### config.mk
export PLATFORM = sky130hd
export DESIGN_NAME = s2p_receiver_flat
export DESIGN_NICKNAME = d
export VERILOG_FILES = /design/src/rtl/s2p_receiver_if.sv /design/src/rtl/s2p_receiver.sv /design/src/flat_wrapper.sv
export SDC_FILE = /design/constraint.sdc
export NUM_CORES = 1
export LEC_CHECK = 0
export CELL_PAD_IN_SITES_DETAIL_PLACEMENT = 2
export CELL_PAD_IN_SITES_GLOBAL_PLACEMENT = 2
export CORE_MARGIN = 5
export CORE_UTILIZATION = 38
export DETAILED_ROUTE_END_ITERATION = 7
export GPL_TIMING_DRIVEN = 1
export HOLD_SLACK_MARGIN = 0.12
export PLACE_DENSITY_LB_ADDON = 0.3
export SYNTH_ARGS = -nofsm -noshare
export SYNTH_HDL_FRONTEND = slang
export SYNTH_SLANG_ARGS = --single-unit
### constraint.sdc
create_clock -name clk1x -period 3 [get_ports clk1x]
set_clock_uncertainty 0.15 [all_clocks]
set_input_delay 0.45 -clock clk1x [delete_from_list [all_inputs] [get_ports clk1x]]
set_output_delay 0.45 -clock clk1x [all_outputs]
set_load 0.05 [all_outputs]
### src/rtl/s2p_receiver_if.sv
// Serial receiver bundle: serial line and start request in, assembled word and done pulse out.
// S2P_PARITY_EN adds the parityErr status signal.
interface s2p_receiver_if #(
  parameter int DATA_WIDTH = 16
);
  logic                  dataSIN;
  logic                  receiveFlag;
  logic                  done;
  logic [DATA_WIDTH-1:0] dataOut;
`ifdef S2P_PARITY_EN
  logic                  parityErr;

  modport master (output dataSIN, receiveFlag, input done, dataOut, parityErr);
  modport slave  (input dataSIN, receiveFlag, output done, dataOut, parityErr);
`else
  modport master (output dataSIN, receiveFlag, input done, dataOut);
  modport slave  (input dataSIN, receiveFlag, output done, dataOut);
`endif
endinterface

### src/rtl/s2p_receiver.sv
// Serial-to-parallel receiver: shifts DATA_WIDTH bits in MSB first, then presents the word with a one-cycle done.
// Optional S2P_PARITY_EN: one trailing even-parity bit per frame, reported on parityErr.
module s2p_receiver #(
  parameter int DATA_WIDTH = 16
) (
  input  logic           clk1x,
  input  logic           reset,
  s2p_receiver_if.slave  bus
);

`ifdef S2P_PARITY_EN
  localparam int PAR_BITS = 1;
  localparam int SHREG_W  = DATA_WIDTH;
`else
  localparam int PAR_BITS = 0;
  localparam int SHREG_W  = DATA_WIDTH - 1;
`endif
  localparam int FRAME_BITS = DATA_WIDTH + PAR_BITS;
  localparam int CNT_W      = $clog2(FRAME_BITS + 1);

  typedef enum logic [1:0] {IDLE, RECV, DONE} state_t;

  state_t                r_state;
  state_t                w_stateNext;
  logic                  w_lastBit;
  logic [SHREG_W-1:0]    r_shreg;
  logic [SHREG_W-1:0]    w_shiftNext;
  logic [DATA_WIDTH-1:0] w_word;
  logic [DATA_WIDTH-1:0] r_dataOut;
  logic [CNT_W-1:0]      r_count;
  logic                  r_done;

`ifdef S2P_PARITY_EN
  logic                  r_parityErr;

  // The data bits are already in the shift register when the parity bit arrives.
  assign w_word      = r_shreg;
  assign w_shiftNext = {r_shreg[SHREG_W-2:0], bus.dataSIN};
  assign bus.parityErr = r_parityErr;
`else
  // Without parity the final data bit is merged directly from the line.
  assign w_word      = {r_shreg, bus.dataSIN};
  assign w_shiftNext = w_word[SHREG_W-1:0];
`endif

  assign bus.dataOut = r_dataOut;
  assign bus.done    = r_done;

  always_ff @(posedge clk1x or posedge reset) begin
    if (reset) begin
      r_state <= IDLE;
    end else begin
      r_state <= w_stateNext;
    end
  end

  always_comb begin
    w_stateNext = r_state;
    w_lastBit   = 1'b0;
    case (r_state)
      IDLE: begin
        if (bus.receiveFlag) begin
          w_stateNext = RECV;
        end
      end
      RECV: begin
        if (r_count == CNT_W'(FRAME_BITS - 1)) begin
          w_lastBit   = 1'b1;
          w_stateNext = DONE;
        end
      end
      DONE: begin
        w_stateNext = IDLE;
      end
      default: begin
        w_stateNext = IDLE;
      end
    endcase
  end

  // dataOut only moves on the completion edge, so partial frames never leak out.
  always_ff @(posedge clk1x or posedge reset) begin
    if (reset) begin
      r_shreg     <= '0;
      r_count     <= '0;
      r_dataOut   <= '0;
      r_done      <= 1'b0;
`ifdef S2P_PARITY_EN
      r_parityErr <= 1'b0;
`endif
    end else begin
      r_done <= w_lastBit;
      case (r_state)
        IDLE: begin
          r_count <= '0;
        end
        RECV: begin
          r_shreg <= w_shiftNext;
          r_count <= r_count + 1'b1;
        end
        default: begin
        end
      endcase
      if (w_lastBit) begin
        r_dataOut   <= w_word;
`ifdef S2P_PARITY_EN
        r_parityErr <= ^{r_shreg, bus.dataSIN};
`endif
      end
    end
  end

endmodule

### src/flat_wrapper.sv
// flat-port wrapper written by rule: the top's interface ports become plain ports
module s2p_receiver_flat 
#(
  parameter int DATA_WIDTH = 16
)
  (clk1x, reset, bus_dataSIN, bus_receiveFlag, bus_done, bus_dataOut);
  s2p_receiver_if #(.DATA_WIDTH(DATA_WIDTH)) bus_i ();
  input  logic clk1x;
  input  logic reset;
  input wire logic [$bits(bus_i.dataSIN)-1:0] bus_dataSIN;
  input wire logic [$bits(bus_i.receiveFlag)-1:0] bus_receiveFlag;
  output wire logic [$bits(bus_i.done)-1:0] bus_done;
  output wire logic [$bits(bus_i.dataOut)-1:0] bus_dataOut;
  assign bus_i.dataSIN = bus_dataSIN;
  assign bus_i.receiveFlag = bus_receiveFlag;
  assign bus_done = bus_i.done;
  assign bus_dataOut = bus_i.dataOut;
  s2p_receiver #(.DATA_WIDTH(DATA_WIDTH)) u_core (.clk1x(clk1x), .reset(reset), .bus(bus_i));
endmodule
# Word-level counts from Yosys, hierarchy flattened
# Index checks and enable logic that the tools add are counted.
# Widths: inputs -> output; s select.
[word_totals]
register_bits = 39
input_bits = 4
output_inout_bits = 17
[classes]
n_addsub = 1
n_eq_ne = 4
mux = 6
reduce_logical = 3
[op_table]
columns = ["operator", "n"]
rows = [
  ["$pmux 5 s2", 1],
  ["$add 5x1->5 const B", 1],
  ["$eq 5x4->1 const B", 1],
  ["$mux 2", 2],
  ["$pmux 2 s2", 1],
  ["$eq 2x1->1 const B", 1],
  ["$logic_not 2->1", 1],
  ["$mux 1", 2],
  ["$ne 2x1->1 const B", 1],
  ["$ne 2x2->1 const B", 1],
  ["$reduce_and 2->1", 1],
  ["$reduce_bool 2->1", 1],
]

# Longest topological paths before layout
# Gate-level depths: netlist (run 1).
[logic_depth]
word_depth = 3
depth_mapped = 6
ltp_nobuf = 6

# Least setup slack after synthesis (run 1)
# No wires, ideal clock.
[synth_timing]
kind = "reg-to-reg"
start = "register u_core.r_count[0]"
end = "register u_core.r_dataOut[0], in the netlist u_core.bus.dataOut[0]"
arrival_ps = 1463
required_ps = 2725
path_slack_ps = 1262
stages_incl_launch_ff = 6
n_path_buf = 0
cell_sequence = "dfrtp_1 -> ha_1 -> and3_1 -> ha_1 -> nand2_8 -> mux2_2"
[synth_via]
elab_chain_len = 3
[synth_lines]
columns = ["element", "line", "rtl"]
rows = [
  ["from (decl)", "s2p_receiver.sv:30", "logic [CNT_W-1:0] r_count;"],
  ["from (signal assigned)", "s2p_receiver.sv:99", "r_count <= r_count + 1'b1;"],
  ["$eq 5x4->1", "s2p_receiver.sv:67", "if (r_count == CNT_W'(FRAME_BITS - 1)) begin"],
  ["$mux 1", "s2p_receiver.sv:67", ""],
  ["$mux 1", "s2p_receiver.sv:60", "case (r_state)"],
  ["to (signal assigned)", "s2p_receiver.sv:105", "r_dataOut <= w_word;"],
  ["to (decl)", "s2p_receiver.sv:29", "logic [DATA_WIDTH-1:0] r_dataOut;"],
]
# Every way passes these cells.
# A chain may end at the register's enable or synchronous reset.

# Final worst setup path (run 1)
[layout_timing]
start = "register u_core.r_dataOut[2], in the netlist u_core.bus.dataOut[2]"
end = "output bus_dataOut[2]"
[layout_rtl]
columns = ["element", "line", "rtl"]
rows = [
  ["to (decl)", "flat_wrapper.sv:13", "output wire logic [$bits(bus_i.dataOut)-1:0] bus_dataOut;"],
]
# No word-level cell between the ends.

==> key figures, run 1 <==
Clock tree
  • Clk Tree Root Cell: sky130_fd_sc_hd__clkbuf_8
  • Clock transition at the register clock pins on the worst setup and hold paths after CTS: 0.07 ns
  • H-Tree Depth: 2
  • CTS tree: done
  • Hold buffer count at CTS: 0
  • Buffer levels on the longest clock path: 2
  • Total CTS buffers: 5
  • Post-cts resize count: 0
  • Clock latency on the worst-skew pair: 0.29 ns
  • # clock sinks: 39
  • Setup Buffers After CTS: 0

Floorplanning
  • Area inside the core boundary: 3940 µm²
  • Die extent in y: 73.5 µm
  • Die Outline Area: 5410 µm²
  • Starting density of the core: 38.9%
  • Horizontal die dimension: 73.5 µm
  • Number of ports placed on the die boundary: 21
  • FP Rows: 23

Power
  • Leakage power summed over all cells: 0.915 nW
  • Power density relative to cell area: 1190 nW/µm²
  • Largest voltage drop on the vdd net: 506 µV

Timing
  • RSZ-0062 raised after global routing: no
  • Crit path time final: 2.07 ns
  • Max Transition Viols Final: 0
  • Share of the clock period used by the worst path: 69.0%
  • Setup Viol. Count Final: 0
  • Maximum clock frequency: 483 MHz
  • Max-Slew Margin vs Limit: 56.7%
  • Actual transition at the worst max-transition pin: 0.649 ns
  • Tightest hold margin: 0.335 ns
  • Final hold violation count: 0
  • Final sum of negative setup slack: 0 ns

Placement
  • Count of placed standard cells including taps: 200
  • Post-Place Cell Area: 1780 µm²
  • RePlAce Congestion: 0.690
  • I/O Buffers: 20
  • HPWL after DPL: 2350 µm

Logic synthesis
  • Post-synthesis async set-or-reset flop share: 100%
  • Proportion of synthesized chip area in sequential cells: 63.6%
  • Count of mapped cells out of synthesis: 133
  • Synth top area share: 63.6%
  • Dominant synthesized flop cell: sky130_fd_sc_hd__dfrtp_1
  • Largest family of logic cells by synthesized area: simple AND/OR/NAND/NOR gates
  • Yosys cell types: 18
  • Share of the synthesized area in compound gates (AO/OA/AOI/OAI): 2.20%
  • Area share of fa/ha/maj cells after synthesis: 1.63%
  • Post-synthesis share of cell area spent on and, or, nand and nor gates: 16.6%
  • Ranking of synthesized cells by area: sky130_fd_sc_hd__dfrtp_1 64%, sky130_fd_sc_hd__nand2_1 12%, sky130_fd_sc_hd__mux2_2 12%
  • Cell type with the highest aggregate area in the netlist: sky130_fd_sc_hd__dfrtp_1
  • Cell with the most instances after synthesis: sky130_fd_sc_hd__nand2_1
  • Mean Syn Cell Area: 11.5 µm²
  • Post-synth net total: 139
  • Summed instance area of the synthesized netlist: 1530 µm²
  • Multiplexer share of the synthesized area: 12.4%
  • Post-synthesis xor/xnor area fraction: 0%
  • Leading post-synthesis cells by instance count: 51 x sky130_fd_sc_hd__nand2_1, 39 x sky130_fd_sc_hd__dfrtp_1, 16 x sky130_fd_sc_hd__mux2_2
  • Number of synthesized register bits: 39
  • Yosys warning count: 0
  • Number of enable-type register cells in the synthesized netlist: 0

Routing
  • Iter 0 DRT Violations: 36
  • Number of vias per cell after detailed routing: 4.94
  • Wirelength, routed: 3360 µm
  • Remaining antenna violation count: 0
  • WL per Instance: 16.2 µm
  • Total via count after detailed routing: 1028
  • DRC violations left: 0
  • Number of search-and-repair iterations in the first detailed-routing pass: 2

Global route
  • Global-route congestion overflow total: 0
  • Number of antenna violations at the first check in global routing: 0
  • Via count of the first global-routing pass: 1162
  • Wire length of the first global-routing pass: 5930 µm
  • Maximum number of pins on one net before global-route repair: 40
  • Overall fraction of global-route tracks in use: 14.9%

Flow run
  • Total of max-cap violations: 0

Setup path
  • Cells along the critical path: clkdlybuf4s50_1
  • Critical Path RT: 2.40 ns
  • Slowest CP cell: sky130_fd_sc_hd__clkdlybuf4s50_1
  • Cells on worst reg2reg path: 6
  • Worst path top cell family by delay: buffers and inverters
  • Setup crit start kind: flip-flop
  • Worst setup path class: reg -> out
  • CP arrival: 1.47 ns
  • CP endpoint kind: output port
  • Delay of the slowest critical-path stage: 0.82 ns
  • Worst-path fanout max: 2
  • Instance count on the critical path: 1
  • Buffers plus inverters on the worst setup path: 1

Cells and area
  • Fraction of layout instances using a drive strength above 1: 17.1%
  • Ant diodes: 0
  • Number of cells in the finished layout apart from fillers: 208
  • Area delta synth->final: 21.4%
  • Final standard cell area without fillers: 1860 µm²
  • Number of nets in the finished design: 163
  • Final core occ: 47.2%

Hold path
  • Cells on Worst Hold Path: 2
  • Path type of the worst min-delay path: reg -> reg

Run status
  • Outcome: completed
-- cell families after synthesis --
| kind of cell | after synthesis |
|---|---|
| AO/OA/AOI/OAI | 6 |
| flip-flops | 39 |
| buffers and inverters | 10 |
| multiplexers | 17 |
| adder cells (fa/ha/maj) | 2 |
| AND/OR/NAND/NOR | 59 |
-- final cells by class --
cell class              count  area (µm²)
flip-flops and latches     39         976
fillers                   395        2080
clock buffers               7        76.3
multi-input cells          84         503
clock inverters             1        5.00
inverters                   5        23.8
repair buffers             22         215
well taps                  50        62.6
-- routing by layer --
layer	share of wire, %	vias to the layer above	track usage, %
met1	42	528	18.0
met3	4.0	7	3.97
li1	-	473	-
met4	2.1	0	7.24
met5	0	-	0
met2	52	20	24.7
-- cell usage in the layout (no fill, tap or decap), types with 2 or more instances in the layout --
cell type and instances:
sky130_fd_sc_hd__clkbuf_8 5, sky130_fd_sc_hd__clkbuf_1 2, sky130_fd_sc_hd__inv_1 4, sky130_fd_sc_hd__buf_4 2, sky130_fd_sc_hd__mux2_2 16, sky130_fd_sc_hd__ha_1 2
sky130_fd_sc_hd__dfrtp_1 39, sky130_fd_sc_hd__nand3_1 2, sky130_fd_sc_hd__nand2_1 51, sky130_fd_sc_hd__clkdlybuf4s50_1 20, sky130_fd_sc_hd__o21ai_0 5
-- metrics by stage --
stage               setup slack (ns)  total power, mW
floorplan                       1.26             1.58
global placement                1.18             1.85
detailed placement              1.01             1.92
CTS                            0.920             2.27
global route                   0.882             2.39
finish                         0.930             2.22
-- worst reg2reg max path: cells and delay by family (launching register included) --
family	cells	cell delay, ns
AND/OR/NAND/NOR	2	0.32
buffers and inverters	1	0.12
multiplexers	1	0.34
flip-flops	1	0.40
adder cells (fa/ha/maj)	2	0.52
-- final timing paths --
check | start | to | slack [ns]
setup reg to reg | u_core.r_count[0]$_DFFE_PP0P_ | u_core.bus.dataOut[12]$_DFFE_PP0P_ | 1.03
hold / removal | u_core.r_shreg[14]$_DFFE_PP0P_ | u_core.r_shreg[14]$_DFFE_PP0P_ | 0.33
min in group asynchronous | reset | u_core.r_shreg[4]$_DFFE_PP0P_ | 0.43
hold reg to reg | u_core.r_shreg[14]$_DFFE_PP0P_ | u_core.r_shreg[14]$_DFFE_PP0P_ | 0.33
setup / recovery | u_core.bus.dataOut[2]$_DFFE_PP0P_ | bus_dataOut[2] | 0.93
max in group asynchronous | reset | u_core.r_shreg[2]$_DFFE_PP0P_ | 1.94
-- power breakdown --
group	switching (mW)	total, mW	internal (mW)
Combinational	0.620	0.963	0.343
Clock	0.170	0.333	0.163
Sequential	0.170	0.928	0.758
Total	0.960	2.22	1.26
-- state kept, by name (all words and copies together), names as in the netlist --
name,flops
u_core.bus.dataOut,16
u_core.r_shreg,15
u_core.r_count,5
u_core.r_state,2
u_core.bus.done,1
Power figures use the tool's default switching activity.
==> run 2: changes to the inputs <==
--- a/config.mk
+++ b/config.mk
@@ -8,7 +8,7 @@
 export CELL_PAD_IN_SITES_DETAIL_PLACEMENT = 2
 export CELL_PAD_IN_SITES_GLOBAL_PLACEMENT = 2
 export CORE_MARGIN = 5
-export CORE_UTILIZATION = 38
+export CORE_UTILIZATION = 31
 export DETAILED_ROUTE_END_ITERATION = 7
 export GPL_TIMING_DRIVEN = 1
 export HOLD_SLACK_MARGIN = 0.12
==> constraint.sdc (replaced) <==
create_clock -name clk1x -period 1.9 [get_ports clk1x]
set_clock_uncertainty 0.15 [all_clocks]
set_input_delay 0.285 -clock clk1x [delete_from_list [all_inputs] [get_ports clk1x]]
set_output_delay 0.285 -clock clk1x [all_outputs]
set_load 0.05 [all_outputs]
==> run 2 against run 1 <==
  * Sequential power up 56%
  * Cell count increased by 9.1%
  * Sequential share of layout area fell by 0.25 points
  * Register-to-register slack got worse by 0.96 ns
  * Combinational power grew 56%
  * Worst hold slack worse by 0.13 ns
  * Largest cell class unchanged
  * Highest routed layer unchanged
==> key figures, run 2 (same netlist as run 1, synthesis figures left out) <==
Run status
  • Outcome: completed

Cells and area
  • Max FFs per register: 16 (unchanged)
  • Number of cells in the finished layout apart from fillers: 227 (+9.1%)
  • Footprint of the multi-input gates: 505 µm² (+0.50%)
  • Commonest cells after routing, fill and taps aside: 51 x sky130_fd_sc_hd__nand2_1, 39 x sky130_fd_sc_hd__dfrtp_1, 20 x sky130_fd_sc_hd__buf_4, 16 x sky130_fd_sc_hd__mux2_2
  • Ant diodes: 0 (unchanged)
  • Number of nets in the finished design: 165 (+1.2%)
  • Area delta synth->final: 21.9%
  • Sequential cell area: 976 µm² (unchanged)
  • Most frequent standard cell in the layout excluding fill and tap cells: sky130_fd_sc_hd__nand2_1
  • Fraction of layout instances using a drive strength above 1: 29.4% (+12 points)
  • Layout filler cell count: 517 (+31%)

Global route
  • Maximum number of pins on one net before global-route repair: 40 (unchanged)
  • Number of antenna violations at the first check in global routing: 0 (unchanged)
  • Overall fraction of global-route tracks in use: 11.9% (-3.0 points)
  • Global-route congestion overflow total: 0 (unchanged)
  • Via count of the first global-routing pass: 1161 (-0.086%)
  • Wire length of the first global-routing pass: 5800 µm (-2.1%)

Power
  • Power density relative to cell area: 1860 nW/µm² (+56%)
  • Largest voltage drop on the vdd net: 749 µV (+48%)
  • Total power: 3.48 mW (+57%)
  • Leakage power summed over all cells: 0.955 nW (+4.4%)

Placement
  • Count of placed standard cells including taps: 218 (+9.0%)
  • RePlAce Congestion: 0.720 (+4.3%)
  • Worst-case setup slack after placement: -0.0200 ns (-1.03 ns)
  • I/O Buffers: 20 (unchanged)
  • HPWL after DPL: 2350 µm (about the same)

Floorplanning
  • Starting density of the core: 32.3% (-6.6 points)
  • Area inside the core boundary: 4750 µm² (+21%)
  • Die Outline Area: 6460 µm² (+19%)
  • Horizontal die dimension: 80.3 µm (+9.3%)
  • FP Rows: 25 (+8.7%)
  • Die extent in y: 80.3 µm (+9.3%)
  • Number of ports placed on the die boundary: 21 (unchanged)

Hold path
  • Path type of the worst min-delay path: in -> async

Timing
  • Crit path time final: 1.83 ns
  • RSZ-0062 raised after global routing: no
  • Share of the clock period used by the worst path: 96.2%
  • Setup Viol. Count Final: 0 (unchanged)
  • Maximum clock frequency: 547 MHz
  • Final hold violation count: 0 (unchanged)
  • Max-Slew Margin vs Limit: 80.2% (+24 points)
  • Actual transition at the worst max-transition pin: 0.292 ns (-0.358 ns)
  • Max Transition Viols Final: 0 (unchanged)
  • Slack of the critical path: 0.0721 ns (-0.858 ns)

Setup path
  • Worst-path fanout max: 10 (+8)
  • Critical Path RT: 1.92 ns (-0.48 ns)
  • CP endpoint kind: flip-flop
  • CP arrival: 1.85 ns (+0.38 ns)
  • Worst setup path class: reg -> reg
  • Setup crit start kind: flip-flop

Routing
  • Total via count after detailed routing: 1004 (-2.3%)
  • Iter 0 DRT Violations: 25 (-31%)
  • Number of search-and-repair iterations in the first detailed-routing pass: 4 (+2)
  • WL per Instance: 15.0 µm (-7.2%)
  • Number of vias per cell after detailed routing: 4.42 (-11%)
  • DRC violations left: 0 (unchanged)
  • Remaining antenna violation count: 0 (unchanged)
  • Wirelength, routed: 3410 µm (+1.3%)

Clock tree
  • # clock sinks: 39 (unchanged)
  • Clk Tree Root Cell: sky130_fd_sc_hd__clkbuf_8
  • Clock latency on the worst-skew pair: 0.28 ns (about the same)
  • CTS tree: done
  • Total CTS buffers: 5 (unchanged)
  • Buffer levels on the longest clock path: 2 (unchanged)
  • H-Tree Depth: 2 (unchanged)
  • Clock transition at the register clock pins on the worst setup and hold paths after CTS: 0.07 ns (about the same)

Flow run
  • Total of max-cap violations: 0 (unchanged)
run 2: cell count changes in the layout (fill, tap and decap cells not counted):
cell                              before  now
sky130_fd_sc_hd__buf_12                0    1
sky130_fd_sc_hd__buf_4                 2   20
sky130_fd_sc_hd__clkdlybuf4s50_1      20    3
sky130_fd_sc_hd__ha_1                  2    1
sky130_fd_sc_hd__ha_2                  0    1
run 2: critical path: stages, from the launching register on:
cell and delay (ns):
sky130_fd_sc_hd__dfrtp_1 0.37, sky130_fd_sc_hd__ha_1 0.20, sky130_fd_sc_hd__and3_1 0.18, sky130_fd_sc_hd__ha_2 0.24, sky130_fd_sc_hd__nand2_8 0.11, sky130_fd_sc_hd__inv_6 0.12, sky130_fd_sc_hd__mux2_2 0.35
run 2: area by class of cell:
cell class,count,area share [%]
Inverter,5,1.27
Sequential cell,39,52.2
Timing Repair Buffer,24,10.7
Tap cell,67,4.48
Clock buffer,7,4.08
Clock inverter,1,0.268
Multi-Input combinational cell,84,27.0
run 2: path summary, 6_finish.rpt:
path	startpoint	to	slack (ns)	depth (start not counted)
min in group clk1x	u_core.r_shreg[14]$_DFFE_PP0P_	u_core.r_shreg[14]$_DFFE_PP0P_	0.34	2
setup reg to reg	u_core.r_count[1]$_DFFE_PP0P_	u_core.bus.dataOut[13]$_DFFE_PP0P_	0.07	6
hold / removal	reset	u_core.r_count[0]$_DFFE_PP0P_	0.21	3
hold reg to reg	u_core.r_shreg[14]$_DFFE_PP0P_	u_core.r_shreg[14]$_DFFE_PP0P_	0.34	2
setup / recovery	u_core.r_count[1]$_DFFE_PP0P_	u_core.bus.dataOut[13]$_DFFE_PP0P_	0.07	6
max in group asynchronous	reset	u_core.bus.done$_DFF_PP0_	1.20	3
run 2: repair_timing:
item | in CTS | in global routing
buffers inserted | 0 | 1
hold buffers | 0 | 0
gates resized for setup | 1 | 0
setup endpoints to repair | 8 | 8
run 2: layer usage:
metal | part of all wire [%] | global-route usage, % | wire (µm)
met1 | 43 | 13.8 | 1460
met2 | 52 | 20.4 | 1760
met3 | 4.1 | 3.81 | 141
met4 | 1.2 | 4.56 | 40
met5 | 0 | 0 | 0
run 2: power breakdown:
group	total, mW	switching, mW	internal [mW]	leakage [nW]
Combinational	1.50	0.979	0.518	0.422
Sequential	1.45	0.255	1.20	0.491
Clock	0.535	0.277	0.258	0.0422
run 2: metrics by stage:
stage | setup TNS, ns | utilization, % | instance area, µm² | hold slack [ns]
after CTS | 0 | 39.2 | 1860 | 0.209
after global placement | 0 | 37.4 | 1780 | 0.311
after floorplan | 0 | - | 1530 | 0.240
after detailed placement | -0.0777 | 37.4 | 1780 | 0.329
final | 0 | 39.3 | 1870 | 0.206
after global routing | 0 | 39.3 | 1870 | 0.235
==> run 3: changes to the inputs <==
--- a/config.mk
+++ b/config.mk
@@ -7,8 +7,9 @@
 export LEC_CHECK = 0
 export CELL_PAD_IN_SITES_DETAIL_PLACEMENT = 2
 export CELL_PAD_IN_SITES_GLOBAL_PLACEMENT = 2
-export CORE_MARGIN = 5
+export CORE_MARGIN = 2
 export CORE_UTILIZATION = 31
+export CTS_CLUSTER_SIZE = 24
 export DETAILED_ROUTE_END_ITERATION = 7
 export GPL_TIMING_DRIVEN = 1
 export HOLD_SLACK_MARGIN = 0.12
==> run 3 against run 2 <==
  * Clock power decreased by 1%
  * Non-clock buffer count up 2
  * Clock-buffer cell count is the same
  * Sequential share of layout area decreased by 0.48 points
  * Core utilization rose by 0.37 points
  * Wire length is 5.3% lower
  * Global-route usage grew 2.0 points
  * Fmax increased by 2.0%
  * Total power grew 0.56%
  * Combinational power hardly changed
  * Critical endpoint unchanged
  * Largest cell class unchanged
  * Largest power group unchanged
  * Highest routed layer unchanged
==> key figures, run 3 (same netlist as run 1, synthesis figures left out) <==
Run status
  • Outcome: completed

Cells and area
  • Layout filler cell count: 532 (+2.9%)
  • Area delta synth->final: 23.1%
  • Sequential cell area: 976 µm² (unchanged)
  • Commonest cells after routing, fill and taps aside: 51 x sky130_fd_sc_hd__nand2_1, 39 x sky130_fd_sc_hd__dfrtp_1, 22 x sky130_fd_sc_hd__buf_4, 16 x sky130_fd_sc_hd__mux2_2
  • Ant diodes: 0 (unchanged)
  • Footprint of the multi-input gates: 508 µm² (+0.49%)
  • Number of cells in the finished layout apart from fillers: 229 (+0.88%)
  • Final standard cell area without fillers: 1890 µm² (+0.94%)
  • Number of nets in the finished design: 167 (+1.2%)
  • Most frequent standard cell in the layout excluding fill and tap cells: sky130_fd_sc_hd__nand2_1
  • Fraction of layout instances using a drive strength above 1: 30.9% (+1.5 points)
  • Max FFs per register: 16 (unchanged)

Floorplanning
  • Number of ports placed on the die boundary: 21 (unchanged)
  • Horizontal die dimension: 74.3 µm (-7.5%)
  • FP Rows: 25 (unchanged)
  • Die extent in y: 74.3 µm (-7.5%)
  • Starting density of the core: 32.3% (unchanged)
  • Die Outline Area: 5530 µm² (-14%)
  • Area inside the core boundary: 4750 µm² (unchanged)

Placement
  • Count of placed standard cells including taps: 219 (+0.46%)
  • I/O Buffers: 20 (unchanged)
  • Post-Place Cell Area: 1790 µm² (+0.42%)
  • HPWL after DPL: 2310 µm (-1.5%)
  • Worst-case setup slack after placement: -0.0231 ns (-0.00314 ns)
  • RePlAce Congestion: 0.712 (-1.1%)

Routing
  • Number of search-and-repair iterations in the first detailed-routing pass: 2 (-2)
  • Total via count after detailed routing: 1030 (+2.6%)
  • Remaining antenna violation count: 0 (unchanged)
  • Iter 0 DRT Violations: 45 (+80%)
  • Wirelength, routed: 3230 µm (-5.3%)
  • WL per Instance: 14.1 µm (-6.2%)
  • DRC violations left: 0 (unchanged)
  • Number of vias per cell after detailed routing: 4.50 (+1.7%)

Clock tree
  • Hold buffer count at CTS: 0 (unchanged)
  • Clk Tree Root Cell: sky130_fd_sc_hd__clkbuf_8
  • # clock sinks: 39 (unchanged)
  • H-Tree Depth: 2 (unchanged)
  • Clock latency on the worst-skew pair: 0.28 ns (about the same)
  • CTS tree: done
  • Clock transition at the register clock pins on the worst setup and hold paths after CTS: 0.07 ns (about the same)
  • Buffer levels on the longest clock path: 2 (unchanged)
  • Total CTS buffers: 5 (unchanged)

Global route
  • Global-route congestion overflow total: 0 (unchanged)
  • Number of antenna violations at the first check in global routing: 0 (unchanged)
  • Via count of the first global-routing pass: 1171 (+0.86%)
  • Wire length of the first global-routing pass: 5640 µm (-2.8%)
  • Maximum number of pins on one net before global-route repair: 40 (unchanged)
  • Overall fraction of global-route tracks in use: 13.9% (+2.0 points)

Flow run
  • Total of max-cap violations: 0 (unchanged)

Timing
  • Max-Slew Margin vs Limit: 81.2% (+0.99 points)
  • Setup Viol. Count Final: 0 (unchanged)
  • RSZ-0062 raised after global routing: no
  • Actual transition at the worst max-transition pin: 0.281 ns (-0.0115 ns)
  • Final hold violation count: 0 (unchanged)
  • Final sum of negative setup slack: 0 ns (unchanged)
  • Max Transition Viols Final: 0 (unchanged)
  • Maximum clock frequency: 558 MHz (+2.0%)
  • Slack of the critical path: 0.108 ns (+0.0362 ns)
  • Share of the clock period used by the worst path: 94.3% (-1.9 points)
  • Crit path time final: 1.79 ns (-0.0362 ns)

Setup path
  • Cells on worst reg2reg path: 6 (unchanged)
  • CP arrival: 1.81 ns (-0.04 ns)
  • R2R Setup Slk: 0.11 ns (+0.04 ns)
  • Critical Path RT: 1.92 ns (about the same)
  • Setup crit start kind: flip-flop
  • Worst r2r src: u_core.r_count[1]$_DFFE_PP0P_
  • Endpoint of the worst register-to-register path: u_core.bus.dataOut[13]$_DFFE_PP0P_
  • CP endpoint kind: flip-flop
  • Worst setup path class: reg -> reg
  • Worst-path fanout max: 10 (unchanged)

Power
  • Total power: 3.50 mW (+0.56%)
  • Power density relative to cell area: 1860 nW/µm² (-0.37%)
  • Leakage power summed over all cells: 0.963 nW (+0.89%)
  • Largest voltage drop on the vdd net: 609 µV (-19%)

Hold path
  • Path type of the worst min-delay path: in -> async
-- run 3: cell types whose count changed in the layout (fill, tap and decap cells not counted) --
cell                    delta
sky130_fd_sc_hd__buf_4     +2
sky130_fd_sc_hd__ha_1      -1
sky130_fd_sc_hd__ha_2      +1
-- run 3: through the flow --
step | utilization (%) | hold slack, ns
final | 39.7 | 0.195
after global routing | 39.7 | 0.222
after CTS | 39.3 | 0.207
after detailed placement | 37.6 | 0.311
after global placement | 37.6 | 0.312
after floorplan | - | 0.240
-- run 3: repair_timing --
action	CTS	global route
endpoints found under the setup margin	8	8
setup buffers	0	2
endpoints found under the hold margin	0	0
resized for setup	1	1
-- run 3: worst max-delay path by stage --
| stage | depth (start not counted) | endpoint | from | slack (ns) |
|---|---|---|---|---|
| after floorplan | 5 | u_core.bus.dataOut[0]$_DFFE_PP0P_ | u_core.r_count[0]$_DFFE_PP0P_ | 0.16 |
| after global placement | 6 | u_core.bus.dataOut[11]$_DFFE_PP0P_ | u_core.r_count[0]$_DFFE_PP0P_ | 0.08 |
| after detailed placement | 6 | u_core.bus.dataOut[13]$_DFFE_PP0P_ | u_core.r_count[0]$_DFFE_PP0P_ | -0.02 |
| after CTS | 6 | u_core.bus.dataOut[13]$_DFFE_PP0P_ | u_core.r_count[0]$_DFFE_PP0P_ | 0.02 |
| after global routing | 6 | u_core.bus.dataOut[14]$_DFFE_PP0P_ | u_core.r_count[1]$_DFFE_PP0P_ | 0.007 |
| final | 6 | u_core.bus.dataOut[13]$_DFFE_PP0P_ | u_core.r_count[1]$_DFFE_PP0P_ | 0.11 |
-- run 3: critical path, cell delays in order, from the launching register on --
cell,delay [ns]
sky130_fd_sc_hd__dfrtp_1,0.35
sky130_fd_sc_hd__ha_2,0.20
sky130_fd_sc_hd__and3_1,0.17
sky130_fd_sc_hd__ha_2,0.24
sky130_fd_sc_hd__nand2_8,0.10
sky130_fd_sc_hd__inv_6,0.12
sky130_fd_sc_hd__mux2_2,0.34
-- run 3: cell type report --
type / count / share of cell area [%]
Inverter: 5 / 1.26
Clock buffer: 7 / 4.04
Sequential cell: 39 / 51.7
Timing Repair Buffer: 26 / 11.4
Multi-Input combinational cell: 84 / 26.9
Tap cell: 67 / 4.44
Clock inverter: 1 / 0.265
-- run 3: layer usage --
metal / global-route usage (%) / wire length (µm) / vias up
li1: - / - / 476
met1: 16.1 / 1360 / 529
met2: 24.5 / 1680 / 20
met3: 4.20 / 139 / 5
met4: 4.76 / 40 / 0
met5: 0 / 0 / -
-- run 3: power by group --
| part | total [mW] | internal [mW] | switching, mW | leakage (nW) |
|---|---|---|---|---|
| Combinational | 1.53 | 0.546 | 0.984 | 0.430 |
| Clock | 0.527 | 0.258 | 0.270 | 0.0422 |
| Sequential | 1.45 | 1.20 | 0.250 | 0.491 |
| Total | 3.50 | 2.00 | 1.50 | 0.963 |
